==> config.mk <==
export PLATFORM = sky130hd
export DESIGN_NAME = const_mult_serial
export DESIGN_NICKNAME = d
export VERILOG_FILES = /design/src/rtl/const_mult_pkg.sv /design/src/rtl/const_mult_serial_shift_add_step.sv /design/src/rtl/const_mult_serial.sv
export SDC_FILE = /design/constraint.sdc
export NUM_CORES = 1
export LEC_CHECK = 0
export CORE_MARGIN = 4
export CORE_UTILIZATION = 54
export CTS_BUF_LIST = sky130_fd_sc_hd__clkbuf_8
export DETAILED_ROUTE_END_ITERATION = 8
export PLACE_DENSITY = 0.87
export SKIP_LAST_GASP = 1
export SLEW_MARGIN = 20
export SYNTH_ARGS = -nofsm -noshare
export SYNTH_HDL_FRONTEND = slang
export SYNTH_SLANG_ARGS = --single-unit
==> constraint.sdc <==
create_clock -name clk -period 4.59 [get_ports clk]
set_clock_uncertainty 0.15 [all_clocks]
set_input_delay 0.918 -clock clk [delete_from_list [all_inputs] [get_ports clk]]
set_output_delay 0.918 -clock clk [all_outputs]
set_load 0.05 [all_outputs]
==> src/rtl/const_mult_pkg.sv <==
// Shared types and default widths for the serial signed constant multiplier.
package const_mult_pkg;

   localparam int DATA_W_DEF = 16;
   localparam int COEF_W_DEF = 8;
   localparam int COEF_N83   = -83;

   // state | meaning
   // IDLE  | waiting for an operand pair, in_ready high
   // CALC  | one coefficient bit consumed per clock, acc accumulating
   // DONE  | product presented on out_data, waiting for out_ready
   typedef enum logic [1:0] {
      IDLE = 2'd0,
      CALC = 2'd1,
      DONE = 2'd2
   } state_t;

endpackage

==> src/rtl/const_mult_serial_shift_add_step.sv <==
// One shift-add step: conditionally adds (or, for the coefficient sign bit,
// subtracts) the shifted multiplicand into the accumulator. Purely combinational.
module shift_add_step #(
   parameter int OUT_W = 24,
   parameter int CNT_W = 3
) (
   input  logic [OUT_W-1:0] acc,
   input  logic [OUT_W-1:0] mcand,
   input  logic [CNT_W-1:0] shamt,
   input  logic             bit_en,
   input  logic             sign_bit,
   output logic [OUT_W-1:0] acc_next
);

   logic [OUT_W-1:0] shifted;

   assign shifted = mcand << shamt;

   // The sign bit of a two's complement coefficient carries negative weight.
   always_comb begin
      acc_next = acc;
      if (bit_en) begin
         if (sign_bit) begin
            acc_next = acc - shifted;
         end else begin
            acc_next = acc + shifted;
         end
      end
   end

endmodule

==> src/rtl/const_mult_serial.sv <==
// Sequential signed multiplier, one coefficient bit per clock (shift-add).
// Fixed latency of COEF_W cycles from accept to out_valid, no operation overlap.
module const_mult_serial
   import const_mult_pkg::*;
#(
   parameter  int DATA_W = DATA_W_DEF,
   parameter  int COEF_W = COEF_W_DEF,
   localparam int OUT_W  = DATA_W + COEF_W
) (
   input  logic              clk,
   input  logic              rst,
   input  logic              in_valid,
   output logic              in_ready,
   input  logic [DATA_W-1:0] in_data,
   input  logic [COEF_W-1:0] in_coef,
   output logic              out_valid,
   input  logic              out_ready,
   output logic [OUT_W-1:0]  out_data,
   output logic              busy
);

   localparam int CNT_W = $clog2(COEF_W);
   localparam logic [CNT_W-1:0] CNT_LAST = CNT_W'(COEF_W - 1);

   state_t            state;
   logic [OUT_W-1:0]  mcand;
   logic [COEF_W-1:0] coef;
   logic [OUT_W-1:0]  acc;
   logic [CNT_W-1:0]  cnt;
   logic [OUT_W-1:0]  acc_next;
   logic              last_bit;

   assign last_bit = (cnt == CNT_LAST);

   shift_add_step #(
      .OUT_W (OUT_W),
      .CNT_W (CNT_W)
   ) u_step (
      .acc      (acc),
      .mcand    (mcand),
      .shamt    (cnt),
      .bit_en   (coef[cnt]),
      .sign_bit (last_bit),
      .acc_next (acc_next)
   );

   // Control FSM and datapath registers; all outputs are registered so
   // nothing on in_* reaches out_* combinationally.
   always_ff @(posedge clk or posedge rst) begin
      if (rst) begin
         state     <= IDLE;
         mcand     <= '0;
         coef      <= '0;
         acc       <= '0;
         cnt       <= '0;
         in_ready  <= 1'b1;
         out_valid <= 1'b0;
         out_data  <= '0;
         busy      <= 1'b0;
      end else begin
         case (state)
            IDLE: begin
               if (in_valid && in_ready) begin
                  mcand    <= {{COEF_W{in_data[DATA_W-1]}}, in_data};
                  coef     <= in_coef;
                  acc      <= '0;
                  cnt      <= '0;
                  in_ready <= 1'b0;
                  busy     <= 1'b1;
                  state    <= CALC;
               end
            end
            CALC: begin
               acc <= acc_next;
               if (last_bit) begin
                  // out_data is loaded only here, so it keeps the last
                  // product across the handshake and the next operation.
                  out_data  <= acc_next;
                  out_valid <= 1'b1;
                  cnt       <= '0;
                  state     <= DONE;
               end else begin
                  cnt <= cnt + CNT_W'(1);
               end
            end
            DONE: begin
               if (out_valid && out_ready) begin
                  out_valid <= 1'b0;
                  in_ready  <= 1'b1;
                  busy      <= 1'b0;
                  state     <= IDLE;
               end
            end
            default: begin
               out_valid <= 1'b0;
               in_ready  <= 1'b1;
               busy      <= 1'b0;
               state     <= IDLE;
            end
         endcase
      end
   end

endmodule

==> results.sh <==
export IMPL_outcome="complete, no violations"
export IMPL_drc=0
export IMPL_worstMarginPinSlew_ps=1090
export IMPL_synth_edf_count=0
export IMPL_core_area_mm2=0.0105
export IMPL_first_global_vias=5048
export IMPL_ys_types=61
export IMPL_clk_pin_slew_worst_paths_ps=90
export IMPL_highest_layer="met4"
export IMPL_syn_nets=709
export IMPL_nets=769
export IMPL_synth_seq_cells=80
export IMPL_dr_pass1_iters=5
export IMPL_grt_antenna_before_repair=0
export IMPL_routed_wl_mm=14.5
export IMPL_path_max_fanout=8
export IMPL_clock_sinks=80
export IMPL_antenna_cells=0
export IMPL_met1_length_mm=6.19
export IMPL_crit_reg2reg_launch="cnt[1]$_DFFE_PP0P_"
export IMPL_drive_gt1_share_pct=16.6
export IMPL_relSlewSlack_pct=27.1
export IMPL_syn_inst=653
export IMPL_crit_type="reg2reg"
export IMPL_cts_inserted_buffers=9
export IMPL_initial_core_util_pct=56.3
export IMPL_synth_avg_cell_area_um2=9.02
export IMPL_grt_setup_unrepaired="true"
export IMPL_maxCapViolCount=0
export IMPL_die_area_mm2=0.0126
export IMPL_fill_cells=841
export IMPL_drtIter0Drc=325
export IMPL_htree_levels=3
export IMPL_tns_ps=0
export IMPL_dpl_cell_count=832
export IMPL_drtAntennaViolNets=0
export IMPL_hold_buffers=0
export IMPL_seq_area_mm2=0.00201
export IMPL_die_h_um=112
export IMPL_finalHoldViolCount=0
export IMPL_fmax_ghz=0.225
export IMPL_yosysWarnings=0
export IMPL_via_per_inst=6.07
export IMPL_synth_flop_cell="dfrtp_1"
export IMPL_gp_congestion=0.954
export IMPL_layoutNonFillerInstCount=854
export IMPL_cp_end_kind="register"
export IMPL_io_pins=55
export IMPL_worst_slack_ps=142
export IMPL_wire_per_inst_um=17.0
export IMPL_cts_tree="built"
export IMPL_die_w_um=112
export IMPL_slew_violations=0
export IMPL_crit_start="cnt[1]$_DFFE_PP0P_"
export IMPL_num_vias=5188
export IMPL_clk_latency_ps=380
export IMPL_fin_crit_ps=4450
export IMPL_grt_max_degree=55
export IMPL_grt_pass1_wl_mm=24.0
export IMPL_track_usage_pct=23.2
export IMPL_critPathRequiredTime_ps=4710
export IMPL_cts_root_buf="clkbuf_8"
export IMPL_port_buffers=54
export IMPL_met2_length_mm=7.07
export IMPL_whs_ps=336
export IMPL_cts_max_path_buffers=2
export IMPL_post_dp_hpwl_mm=11.0
export IMPL_worstPathArrival_ps=4570
export IMPL_multi_input_area_mm2=0.00376
export IMPL_finalSetupViolCount=0
export IMPL_start_kind="register"
export IMPL_post_route_period_util_pct=96.9
export IMPL_dp_slack_ps=-52.5
export IMPL_ys_seq_area_share_pct=34.0
export IMPL_hold_path_startpoint="out_data[3]$_DFFE_PP0P_"
export IMPL_grt_overflow=0
export IMPL_syn_to_final_growth_pct=19.4
export IMPL_num_rows=37
export IMPL_synth_area_mm2=0.00589
export IMPL_hp_class="reg2reg"
export IMPL_synthArstFlopShare_pct=100
export IMPL_wl_met3_um=811
[routing by layer]
| metal | track usage, % | vias up |
|---|---|---|
| met3 | 3.94 | 37 |
| met1 | 30.1 | 2470 |
| met5 | 0 | - |
| li1 | - | 2476 |
| met4 | 10.3 | 0 |
| met2 | 38.1 | 205 |
[path summary, 6_finish.rpt]
| check | end | slack (ps) | cells after the start |
|---|---|---|---|
| min in group asynchronous | out_valid$_DFFE_PP0P_ | 860 | 2 |
| hold reg to reg | out_data[3]$_DFFE_PP0P_ | 340 | 2 |
| setup reg to reg | acc[17]$_DFFE_PP0P_ | 140 | 17 |
| max in group asynchronous | cnt[1]$_DFFE_PP0P_ | 2560 | 3 |
| setup / recovery | acc[17]$_DFFE_PP0P_ | 140 | 17 |
| hold / removal | out_data[3]$_DFFE_PP0P_ | 340 | 2 |
[synthesized netlist by cell type, types with 17 or more instances]
cell type	n	share of area, %
inv_1	17	1.1
ha_1	27	5.7
xor2_1	18	2.7
dfrtp_1	79	34
o21ai_0	47	4.0
mux2_2	27	5.2
mux2i_1	27	4.6
xnor2_1	24	3.6
a21oi_1	54	4.6
nor2_1	51	3.2
nand2_1	74	4.7
clkbuf_1	21	1.3
[worst max-delay path, cell delays in order (launching register included)]
cell,delay (ps)
dfrtp_2,500
mux4_1,600
and2_1,200
a21oi_2,140
nand2_2,120
nor4_4,330
a21oi_1,120
xnor2_1,240
ha_1,300
nor3_1,220
nor2_1,90
o311ai_1,100
buf_4,180
nand3_1,140
a31oi_2,330
o21ai_0,170
xor2_1,180
a22o_1,230
[state kept, by name, summed over array words and instances (netlist names)]
register and count:
coef 8, out_valid 1, state 2, mcand 16
cnt 3, acc 24, busy 1, in_ready 1
out_data 24
[placed cells by master, fill, tap and decap left out, types with 5 or more instances in the layout]
| cell | count |
|---|---|
| mux2_2 | 27 |
| clkdlybuf4s50_1 | 54 |
| a21o_1 | 13 |
| o21a_1 | 5 |
| o21ai_0 | 45 |
| nand2_1 | 73 |
| a21oi_2 | 5 |
| a31oi_1 | 9 |
| nand3_1 | 8 |
| and3_1 | 5 |
| dfrtp_1 | 76 |
| nor3_1 | 6 |
| o211ai_1 | 5 |
| nor2_1 | 50 |
| clkbuf_8 | 9 |
| mux4_2 | 9 |
| xor2_1 | 18 |
| ha_1 | 27 |
| a22o_1 | 14 |
| buf_4 | 31 |
| mux2i_1 | 24 |
| nand2b_1 | 14 |
| a21oi_1 | 50 |
| xnor2_1 | 24 |
| nor2b_1 | 8 |
| o22ai_1 | 7 |
| inv_1 | 16 |
[through the flow]
step / utilization (%) / instance area [um2]
finish: 67.2 / 7030
global route: 67.2 / 7030
CTS: 65.7 / 6870
detailed placement: 63.7 / 6660
global placement: 63.7 / 6660
floorplan: - / 5890
[final cells by class]
cell class                 count  area share, %
multi-input combinational    517           53.5
clock inverter                 7           1.16
inverter                      17          0.925
timing repair buffer          88           11.7
tap                          136           2.42
clock buffer                   9           1.76
sequential                    80           28.5
[logic make-up after synthesis]
family                   count (synthesis)  share of synthesized area, %
AND/OR/NAND/NOR                        194                          15.6
AO/OA/AOI/OAI                          187                          19.9
flip-flops                              80                          34.0
multiplexers                            66                          14.3
buffers and inverters                   56                          3.91
XOR/XNOR                                42                          6.24
adder cells (fa/ha/maj)                 28                          6.07
[repair_timing]
item	in CTS	in global routing
gates resized for setup	1	30
buffers inserted	0	6
pin swaps	0	5
endpoints found under the setup margin	2	23
Power is left out: the tool's default activity adds up to more than one toggle a clock period on the data nets, which glitch-free logic cannot reach.
